`src/rtl/instr_mem_writer.sv`:
```
// Instruction encoder/loader: packs R/I/J fields into a MIPS word and writes it at an auto-incrementing address.
// Optional macro INSTR_MEM_WRITER_CHECK_EN enforces format/opcode consistency.
module instr_mem_writer #(
    parameter int unsigned             ADDR_W    = 32,
    parameter logic [ADDR_W-1:0]       BASE_ADDR = '0,
    parameter int unsigned             DEPTH     = 128
) (
    input  logic              clk_i,
    input  logic              rst_i,
    input  logic              start_i,
    input  logic              valid_i,
    output logic              ready_o,
    input  logic [1:0]        fmt_i,
    input  logic [5:0]        op_i,
    input  logic [4:0]        rs_i,
    input  logic [4:0]        rt_i,
    input  logic [4:0]        rd_i,
    input  logic [4:0]        shamt_i,
    input  logic [5:0]        funct_i,
    input  logic [15:0]       imm_i,
    input  logic [25:0]       target_i,
    output logic              mem_we_o,
    output logic [ADDR_W-1:0] mem_addr_o,
    output logic [31:0]       mem_data_o,
    input  logic              mem_ack_i,
    output logic [7:0]        count_o,
    output logic              full_o,
    output logic              err_o
);

    typedef enum logic {IDLE, WRITE} state_t;

    state_t              state, state_n;
    logic                we_n, err_n, legal;
    logic [ADDR_W-1:0]   addr_n;
    logic [31:0]         data_n, word;
    logic [7:0]          count_n;

    assign full_o  = (count_o == 8'(DEPTH));
    assign ready_o = (state == IDLE) && !full_o;

    always_comb begin
        word = '0;
        case (fmt_i)
            2'd0:    word = {op_i, rs_i, rt_i, rd_i, shamt_i, funct_i};
            2'd1:    word = {op_i, rs_i, rt_i, imm_i};
            2'd2:    word = {op_i, target_i};
            default: word = '0;
        endcase
    end

`ifdef INSTR_MEM_WRITER_CHECK_EN
    always_comb begin
        legal = 1'b0;
        case (fmt_i)
            2'd0: legal = (op_i == 6'd0);
            2'd1: legal = (op_i inside {6'd1, 6'd4, 6'd5, 6'd6, 6'd8, 6'd9,
                                        6'd13, 6'd15, 6'd35, 6'd43});
            2'd2: legal = (op_i == 6'd2) || (op_i == 6'd3);
            default: legal = 1'b0;
        endcase
    end
`else
    assign legal = (fmt_i != 2'd3);
`endif

    // start_i overrides every transition, including an ack in the same cycle
    always_comb begin
        state_n = state;
        we_n    = mem_we_o;
        addr_n  = mem_addr_o;
        data_n  = mem_data_o;
        count_n = count_o;
        err_n   = err_o;
        if (start_i) begin
            state_n = IDLE;
            we_n    = 1'b0;
            addr_n  = BASE_ADDR;
            count_n = '0;
            err_n   = 1'b0;
        end else begin
            case (state)
                IDLE: begin
                    if (valid_i && ready_o) begin
                        if (legal) begin
                            data_n  = word;
                            we_n    = 1'b1;
                            state_n = WRITE;
                        end else begin
                            err_n = 1'b1;
                        end
                    end
                end
                WRITE: begin
                    if (mem_ack_i) begin
                        we_n    = 1'b0;
                        addr_n  = mem_addr_o + ADDR_W'(4);
                        count_n = count_o + 8'd1;
                        state_n = IDLE;
                    end
                end
                default: state_n = IDLE;
            endcase
        end
    end

    always_ff @(posedge clk_i or negedge rst_i) begin
        if (!rst_i) begin
            state      <= IDLE;
            mem_we_o   <= 1'b0;
            mem_addr_o <= BASE_ADDR;
            mem_data_o <= '0;
            count_o    <= '0;
            err_o      <= 1'b0;
        end else begin
            state      <= state_n;
            mem_we_o   <= we_n;
            mem_addr_o <= addr_n;
            mem_data_o <= data_n;
            count_o    <= count_n;
            err_o      <= err_n;
        end
    end

endmodule

```
`config.mk`:
```
export PLATFORM = sky130hd
export DESIGN_NAME = instr_mem_writer
export DESIGN_NICKNAME = d
export VERILOG_FILES = /design/src/rtl/instr_mem_writer.sv
export SDC_FILE = /design/constraint.sdc
export NUM_CORES = 1
export LEC_CHECK = 0
export BUFFER_PORTS_ARGS = -buffer_cell sky130_fd_sc_hd__clkbuf_2
export CORE_ASPECT_RATIO = 1.5
export CORE_UTILIZATION = 45
export CTS_BUF_LIST = sky130_fd_sc_hd__clkbuf_4
export DETAILED_ROUTE_END_ITERATION = 8
export GPL_ROUTABILITY_DRIVEN = 0
export PLACE_DENSITY = 0.76
export SLEW_MARGIN = 15
export SYNTH_ARGS = -nofsm -noshare
export SYNTH_HDL_FRONTEND = slang
export SYNTH_SLANG_ARGS = --single-unit
```
`constraint.sdc`:
```
create_clock -name clk_i -period 3.3 [get_ports clk_i]
set_clock_uncertainty 0.1 [all_clocks]
set_input_delay 0.66 -clock clk_i [delete_from_list [all_inputs] [get_ports clk_i]]
set_output_delay 0.66 -clock clk_i [all_outputs]
set_load 0.02 [all_outputs]
```
**Word level (Yosys, flattened, before mapping)**

Cells that the tools add are included.

- Bits in registers: 75
- Word-level logic and storage cells: 51

- Add/subtract/negate cells: 2
- Equality and inequality tests: 9
- Multiplexer cells: 21
- Bitwise operators: 2
- Reduce and logical (&&, ||, !) cells: 11

Operator list:

| cell | count |
|---|---|
| $mux 32 | 3 |
| $pmux 32 s3 | 1 |
| $add 32x3->32 const B | 1 |
| $mux 8 | 3 |
| $mux 1 | 12 |
| $add 8x1->8 const B | 1 |
| $eq 8x8->1 const B | 1 |
| $ne 2x2->1 const B | 3 |
| $ne 3x3->1 const B | 2 |
| $reduce_and 3->1 | 2 |
| $reduce_bool 2->1 | 3 |
| $pmux 1 s2 | 2 |
| $reduce_and 4->1 | 1 |
| $ne 3x2->1 const B | 1 |
| $eq 2x1->1 const B | 1 |
| $eq 2x2->1 const B | 1 |
| $logic_and 1x1->1 | 2 |
| $logic_not 2->1 | 1 |
| $not 1->1 | 2 |
| $reduce_and 2->1 | 1 |
| $logic_not 1->1 | 1 |

**Logic depth before layout (Yosys ltp)**

Gate-level depths: netlist (run 1).

- Depth in word-level cells: 7
- Mapped depth: 8
- Mapped depth without buffers: 6

**Worst setup path after synthesis (run 1)**

OpenSTA, ideal clock, no wires.

- Kind: reg-to-output
- From: register count_o[4]
- To: output port ready_o
- Arrival: 1.420 ns
- Slack: 1.120 ns
- Cell stages (with the launch flop): 4
- Path buffers: 0
- Path through: dfrtp_1 > or3_1 > nor2_1 > nor2_1

- Word-level cells in the longest chain between the ends: 3

RTL lines:

| item | RTL line | source |
|---|---|---|
| start, declared | 26 | `output logic [7:0] count_o,` |
| start signal, assigned | 120 | `count_o <= count_n;` |
| $eq 8x8->1 | 39 | `assign full_o = (count_o == 8'(DEPTH));` |
| named net full_o | 27 | `output logic full_o,` |
| $logic_not 1->1 | 40 | `assign ready_o = (state == IDLE) && !full_o;` |
| $logic_and 1x1->1 | 40 |  |
| end, declared | 12 | `output logic ready_o,` |

The timed path passes the listed nets, and every way through them passes these cells.

**Final worst setup path (run 1)**

- From: register count_o[0]
- To: output port ready_o

- Word-level cells in the longest chain between the ends: 3

RTL lines:

| item | RTL line |
|---|---|
| $eq 8x8->1 | 39 |
| $logic_not 1->1 | 40 |
| $logic_and 1x1->1 | 40 |

No other way between the ends.

==> impl_metrics.ini, run 1 <==
[clocking]
cts_buffer_depth = 2
cts_setup_buffers = 0
cts_hold_buf = 0
root_buffer = clkbuf_4
cts_tree = yes
cts_buffers = 9
clock_latency_ns = 0.41
cts_sinks = 73
ctsResizeCount = 0
cts-htree-levels = 3
path_clk_slew_ns = 0.11

[floorplan]
core-area_um2 = 8060
placementRows = 40
io_pins = 157
dieArea_um2 = 8740
die_h_um = 114
die_w_um = 76.6
start_util = 0.467

[worst_setup_path]
r2r_setup_slack_ns = 0.96
required_ns = 2.54
worst_path_largest_cell_delay_ns = 0.44
arrival_ns = 1.79
end_kind = output port
cpMaxStageDelayCell = dfrtp_1
startpoint_type = flip-flop
crit_type = flip-flop to output port
worstPathCellList = inv_1 > ha_1 > nand4bb_1 > nor2_1 > nor2_1 > clkbuf_2
path_max_fanout = 4
worst_path_most_repeated_cell = nor2_1

[timing]
rsz0062_at_grt = false
fmax_ghz = 0.392
fin_hold_ws_ns = 0.254
finalHoldViolCount = 0
setup_viol = 0
period_minus_slack_ns = 2.55
tns_ns = 0
setup_ws_ns = 0.748
worst_pin_slew_ns = 0.915
slew_viol_final = 0
finalCritPeriodShare = 0.773
timing.slew.headroom = 0.390

[drt]
routed_wl_mm = 9.61
drt-initial-drc-count = 144
drc = 0
dr_total_vias = 3576
wl_per_cell_um = 14.5
ant_nets = 0
viasPerCell = 5.41
firstDrtPassIters = 4

[global_routing]
antenna_found_initial = 0
grt-ovfl-total = 0
grt_pass1_wl_mm = 15.7
grt_pass1_vias = 3534
grt_start_max_net_pins = 74
track_usage = 0.229

[logic_synthesis]
ys_ff_latch = 73
yosysWarnings = 0
yosysTopAreaCell = dfrtp_1
synth_simple_gate_area_frac = 0.217
syn_avg_cell_area_um2 = 9.31
muxShareOfSynthArea = 0.0665
syn_inst = 404
netlist_area_um2 = 3760
ys.flop_type = dfrtp_1
synth_compound_area_frac = 0.145
synth_cell_type_count = 42
synthTopCellsByCount = dfrtp_1 (73), a21oi_1 (49), nand2_1 (40), nor2_1 (39), o21ai_0 (27)
synth_xor_area_frac = 0.0373
synth_top_area_frac = 0.486
ys_top_cells_by_area = dfrtp_1 (49%), a21oi_1 (6.5%), mux2i_1 (4.3%), nand2_1 (4.0%), nor2_1 (3.9%)
synth_most_common_cell = dfrtp_1
async_flop_share = 1.00
yosysSeqAreaShare = 0.486
synth_edf_count = 0
synth_fa_ha_area_frac = 0.00998
synth_top_family_by_area = simple AND/OR/NAND/NOR gates

[cells_and_area]
diodes = 0
drive_gt1_frac = 0.340
syn_to_final_growth_pct = 26.9
fin_nets = 635
fin_util = 0.593

[power]
pwr-share-comb = 0.199
sw_frac_of_total = 0.299
p_clk_frac = 0.298
max-vdd-ir-drop_v = 0.000271
power_leakage_nw = 2.34
p_per_area_nw_per_um2 = 425
power_frac_seq = 0.503
power_switching_w = 0.000607
p_int_w = 0.00142

[run]
maxCapViolCount = 0

[run_status]
status = finished, final reports clean

[placement]
preCtsSetupSlack_ns = 0.924
io_buffer_count = 154
dp_hpwl_mm = 7.18

[min_path]
hold_path.class = primary input to async pin
[path summary, 6_finish.rpt]
| path | start | cells past startpoint | end |
|---|---|---|---|
| setup / recovery | count_o[0] | 6 | ready_o |
| hold / removal | rst_i | 1 | mem_addr_o[26] |
| setup reg to reg | count_o[0] | 6 | mem_data_o[5] |
| hold reg to reg | mem_data_o[8] | 2 | mem_data_o[8] |
| max in group asynchronous | rst_i | 1 | state |
| min in group clk_i | op_i[1] | 2 | mem_data_o[27] |
[layout by cell type (no fill, tap or decap), types with 2 or more instances in the layout]
cell / n
or4_1: 14
o31ai_1: 15
xnor2_1: 6
clkbuf_2: 153
xor2_1: 10
mux2_2: 7
a21oi_1: 49
or3_1: 4
o21ai_0: 27
nor2b_1: 13
nor2_1: 39
nand4_1: 10
buf_4: 8
mux2i_1: 16
dfrtp_1: 73
clkbuf_4: 9
inv_1: 7
nand3_1: 16
clkinv_2: 2
clkinv_1: 2
conb_1: 2
nand2_1: 40
and3_1: 5
and4_1: 3
o21ai_1: 2
bufinv_16: 2
nor4_1: 3
ha_1: 3
[power by group through the flow]
| stage | Sequential, W | Clock (W) | Combinational, W |
|---|---|---|---|
| floorplan | 0.00112 | 0 | 0.000138 |
| global placement | 0.00103 | 0 | 0.000398 |
| detailed placement | 0.00103 | 0 | 0.000410 |
| CTS | 0.00102 | 0.000635 | 0.000408 |
| global route | 0.00103 | 0.000671 | 0.000444 |
| finish | 0.00102 | 0.000605 | 0.000403 |
[area by class of cell]
type,count,area [µm²]
repair buffers,161,826
clock buffers,9,67.6
well taps,105,131
clock inverters,7,85.1
fillers,735,3280
inverters,7,26.3
multi-input cells,299,1810
flip-flops and latches,73,1830
[state kept, by name, summed over array words and instances (netlist names)]
signal,cells
mem_we_o,1
state,1
err_o,1
count_o,8
mem_addr_o,30
mem_data_o,32
[worst max-delay path: cells and delay by family (launching register included)]
family	cells	cell delay, ns
DFF	1	0.44
adders and majority gates	1	0.15
and+or+nand+nor	3	0.52
buffers and inverters	2	0.28
[layer usage]
metal  track usage  vias up  routed length (µm)
met1         0.245     1683                3720
met4         0.106        0                 221
met3        0.0584       19                 553
met5             0        -                   0
li1              -     1733                   -
met2         0.421      141                5120
[metrics by stage]
step	total power, W	std cells	instance area [µm²]
2_1_floorplan	0.00126	405	3760
3_3_place_gp	0.00143	645	4620
3_5_place_dp	0.00144	645	4620
4_1_cts	0.00206	661	4770
5_1_grt	0.00214	661	4770
6_report	0.00203	661	4770
[logic make-up after synthesis]
logic type      count (synthesis)
mux                            24
fa+ha+maj                       3
buf+inv                        33
compound gates                 98
xor+xnor                       16
simple gates                  156
flops                          73
other cells                     1
Power figures use the tool's default switching activity.
==> inputs of run 2 (changes only) <==
Settings changed: ABC_AREA set to 1, PLACE_DENSITY 0.76 to 0.75.
Clock period 3.3 ns to 2.4 ns, I/O delays scaled along.
==> run 2 against run 1 <==
Effect of this change: register-to-register slack worse by 0.36 ns; clock-buffer cell count up 2; utilization down 1.1 points; critical path type unchanged; largest power group unchanged; highest routed layer unchanged.
==> impl_metrics.ini, run 2 <==
[timing]
finalHoldViolCount = 0
timing.slew.headroom = 0.367
fmax_ghz = 0.447
finalCritPeriodShare = 0.931
worst_pin_slew_ns = 0.949
rsz0062_at_grt = false
setup_viol = 0
slew_viol_final = 0
tns_ns = 0
period_minus_slack_ns = 2.24

[global_routing]
antenna_found_initial = 0
grt_pass1_vias = 3476
track_usage = 0.229
grt_start_max_net_pins = 74
grt_pass1_wl_mm = 16.1
grt-ovfl-total = 0

[cells_and_area]
final_common_cell = nand2_1
fin_util = 0.582
largest_reg_flops = 32
diodes = 0
fin_cells = 807
top_register = mem_data_o
drive_gt1_frac = 0.260
top_regs = mem_data_o x32, mem_addr_o x30, count_o x8
final_cell_mix = nand2_1 (166), clkbuf_2 (153), dfrtp_1 (73)
syn_to_final_growth_pct = 24.5
fin_nets = 780

[clocking]
cts_buffer_depth = 2
cts-htree-levels = 3
cts_setup_buffers = 0
root_buffer = clkbuf_4
cts_hold_buf = 0
path_clk_slew_ns = 0.12
cts_sinks = 73
cts_tree = yes
clock_latency_ns = 0.42
ctsResizeCount = 0
cts_buffers = 9

[drt]
drc = 0
ant_nets = 0
viasPerCell = 4.90
routed_wl_mm = 10.1
dr_total_vias = 3958
drt-initial-drc-count = 201
firstDrtPassIters = 4
wl_per_cell_um = 12.5

[worst_setup_path]
worst_path_largest_cell_delay_ns = 0.39
crit_buf_inv = 4
crit_type = flip-flop to output port
critPathTopFamily = flip-flops
startpoint_type = flip-flop
worst_path_most_repeated_cell = inv_1
r2r_start = mem_addr_o[3]
arrival_ns = 1.66
worstPathCellList = inv_1 > ha_1 > nand3_1 > inv_1 > nand2_1 > inv_1 > nor2_1 > clkbuf_2
end_kind = output port
regToRegEndpoint = mem_addr_o[30]
ff2ff_path_depth = 8
required_ns = 1.82
path_max_fanout = 4
cpMaxStageDelayCell = dfrtp_1
r2r_setup_slack_ns = 0.60

[logic_synthesis]
syn_inst = 544
syn_avg_cell_area_um2 = 7.27
synth_cell_type_count = 27
netlist_area_um2 = 3960
ys.flop_type = dfrtp_1
yosysWarnings = 0
synth_top_area_frac = 0.462
async_flop_share = 1.00
ys_ff_latch = 73
synthTopCellsByCount = nand2_1 (166), dfrtp_1 (73), inv_1 (67), nor2_1 (67), o21ai_0 (46)
ys_top_cells_by_area = dfrtp_1 (46%), nand2_1 (16%), inv_1 (6.4%), nor2_1 (6.4%), o21ai_0 (5.8%)
yosysTopAreaCell = dfrtp_1
yosysSeqAreaShare = 0.462
synth_most_common_cell = nand2_1
synth_edf_count = 0

[floorplan]
core-area_um2 = 8460
placementRows = 41
dieArea_um2 = 9180
die_w_um = 78.5
die_h_um = 117
start_util = 0.467
io_pins = 157

[placement]
dp_hpwl_mm = 7.70
placed_cells = 792
io_buffer_count = 154

[run_status]
status = finished, final reports clean

[min_path]
hold_path.class = primary input to async pin

[power]
p_per_area_nw_per_um2 = 528
p_total_w = 0.00260
power_leakage_nw = 2.69
max-vdd-ir-drop_v = 0.000265

[run]
maxCapViolCount = 0
[run 2: how the worst max path moves through the flow]
stage	slack, ns	end	cells after the start	start
finish	0.16	ready_o	8	count_o[0]
global route	0.006	ready_o	8	count_o[0]
CTS	0.13	ready_o	8	count_o[0]
global placement	0.44	mem_data_o[23]	6	fmt_i[1]
floorplan	0.43	ready_o	7	count_o[0]
detailed placement	0.37	mem_data_o[22]	6	fmt_i[1]
[run 2: layer usage]
metal / global-route usage / part of all wire / vias up
met3: 0.0457 / 0.055 / 20
met5: 0 / 0 / -
met1: 0.268 / 0.41 / 1760
li1: - / - / 2026
met4: 0.109 / 0.027 / 0
met2: 0.400 / 0.51 / 152
[run 2: where the power goes]
group | switching [W] | internal (W) | total [W]
Sequential | 0.0000671 | 0.00133 | 0.00140
Combinational | 0.000358 | 0.000199 | 0.000557
Clock | 0.000415 | 0.000224 | 0.000640
Total | 0.000841 | 0.00176 | 0.00260
[run 2: cell families after synthesis]
logic type	after synthesis	share of synthesized area
AND/OR/NAND/NOR	289	0.314
AO/OA/AOI/OAI	91	0.125
buffers and inverters	87	0.0889
other	1	0.000948
flip-flops	73	0.462
adder cells (fa/ha/maj)	3	0.00949
[run 2: final cells by class]
type | count | area (µm²)
fill | 819 | 3540
multi-input combinational | 385 | 1780
sequential | 73 | 1830
clock buffer | 11 | 82.6
timing repair buffer | 158 | 816
tap | 107 | 134
clock inverter | 4 | 21.3
inverter | 69 | 262
[run 2: stage by stage]
step	instance area [µm²]	hold slack (ns)	worst slack (ns)
after floorplan	3960	0.0844	0.427
after global placement	4820	0.366	0.442
final	4920	0.0757	0.164
after global routing	4920	0.145	0.00605
after detailed placement	4820	0.373	0.368
after CTS	4920	0.0981	0.133
==> inputs of run 3 (changes only) <==
Settings changed: ABC_AREA 1 to unset, PLACE_DENSITY 0.75 to 0.76, SETUP_SLACK_MARGIN set to 0.3, SKIP_CTS_REPAIR_TIMING set to 1.
==> run 3 against run 2 <==
Effect of this change: first-iteration DRC count grew 10%; sequential power about the same; combinational power up 3%; maximum frequency up 3.2%; clock power fell by 2%; setup slack improved by 0.068 ns; critical path depth decreased by 4; utilization rose by 2.7 points; sequential cell count stayed put; hold slack improved by 0.12 ns; global-route usage fell by 0.054 points; wire length is 4.4% lower.
==> impl_metrics.ini, run 3 (synthesized netlist as in run 1, its figures left out) <==
[run_status]
status = finished, final reports clean

[placement]
io_buffer_count = 154
preCtsSetupSlack_ns = 0.242
dpl-instance-area_um2 = 4670
placed_cells = 648
dp_hpwl_mm = 7.27

[cells_and_area]
diodes = 0
largest_reg_flops = 32
top_regs = mem_data_o x32, mem_addr_o x30, count_o x8
fin_nets = 646
final_common_cell = clkbuf_2
fin_cells = 672
fin_area_um2 = 4900
fin_util = 0.608
drive_gt1_frac = 0.377
final_cell_mix = clkbuf_2 (151), dfrtp_1 (68), a21oi_1 (49)
syn_to_final_growth_pct = 30.3
top_register = mem_data_o

[clocking]
root_buffer = clkbuf_4
clock_latency_ns = 0.41
cts_sinks = 73
path_clk_slew_ns = 0.11
cts_buffers = 9
cts_tree = yes
cts-htree-levels = 3
cts_buffer_depth = 2

[power]
p_per_area_nw_per_um2 = 531
pwr-share-comb = 0.220
p_clk_frac = 0.241
p_int_w = 0.00178
power_switching_w = 0.000820
max-vdd-ir-drop_v = 0.000308
power_frac_seq = 0.539
sw_frac_of_total = 0.315
power_leakage_nw = 2.38

[worst_setup_path]
startpoint_type = flip-flop
worstPathCellList = or3_4 > nor2_4 > nor2_2 > buf_6
worst_path_largest_cell_delay_ns = 0.44
r2r_setup_slack_ns = 0.41
path_max_fanout = 4
arrival_ns = 1.59
end_kind = output port
crit_type = flip-flop to output port
cpMaxStageDelayCell = dfrtp_1
required_ns = 1.82

[timing]
period_minus_slack_ns = 2.17
slew_viol_final = 0
finalCritPeriodShare = 0.903
rsz0062_at_grt = true
finalHoldViolCount = 0
setup_viol = 0
worst_pin_slew_ns = 0.506
fin_hold_ws_ns = 0.192
setup_ws_ns = 0.233
fmax_ghz = 0.461
timing.slew.headroom = 0.662

[drt]
drc = 0
dr_total_vias = 3635
ant_nets = 0
wl_per_cell_um = 14.4
drt-initial-drc-count = 222
viasPerCell = 5.41
firstDrtPassIters = 4
routed_wl_mm = 9.66

[floorplan]
die_w_um = 76.6
dieArea_um2 = 8740
start_util = 0.467
die_h_um = 114
io_pins = 157
placementRows = 40
core-area_um2 = 8060

[global_routing]
antenna_found_initial = 0
grt-ovfl-total = 0
grt_start_max_net_pins = 46
track_usage = 0.228
grt_pass1_wl_mm = 15.6
grt_pass1_vias = 3425

[run]
maxCapViolCount = 0

[min_path]
hold_path.class = primary input to flip-flop
==> run 3: per-stage QoR <==
step           total power [W]  setup TNS (ns)
6_report               0.00260               0
5_1_grt                0.00276               0
4_1_cts                0.00263         -0.0653
3_5_place_dp           0.00199               0
3_3_place_gp           0.00198               0
2_1_floorplan          0.00174               0
==> run 3: final timing paths <==
| path | start | endpoint | depth (start not counted) |
|---|---|---|---|
| setup reg to reg | mem_addr_o[11] | mem_addr_o[31] | 4 |
| hold reg to reg | mem_data_o[20] | mem_data_o[20] | 2 |
| max in group asynchronous | rst_i | count_o[2] | 3 |
| setup / recovery | count_o[5] | ready_o | 4 |
| min in group asynchronous | rst_i | mem_addr_o[23] | 2 |
| hold / removal | op_i[5] | mem_data_o[31] | 2 |
==> run 3: power groups by stage <==
stage	logic, W	registers (W)	clock network, W
after floorplan	0.000190	0.00155	0
after global placement	0.000559	0.00142	0
after detailed placement	0.000572	0.00142	0
after CTS	0.000571	0.00140	0.000658
after global routing	0.000630	0.00142	0.000714
final	0.000574	0.00140	0.000628
==> run 3: cell type report <==
cell class,count,area [µm²]
Clock buffer,11,82.6
Sequential cell,73,1830
Fill cell,709,3160
Tap cell,105,131
Multi-Input combinational cell,299,1860
Timing Repair Buffer,172,945
Inverter,7,26.3
Clock inverter,5,22.5
==> run 3: metal layers <==
metal,vias up,global-route usage,share of wire
li1,1760,-,-
met1,1700,0.246,0.38
met2,155,0.417,0.54
met3,20,0.0424,0.054
met4,0,0.127,0.026
met5,-,0,0
==> run 3: critical path: cells and delay by family (launching register included) <==
kind,cells,cell delay [ns]
and+or+nand+nor,3,0.61
DFF,1,0.44
buffers and inverters,1,0.14
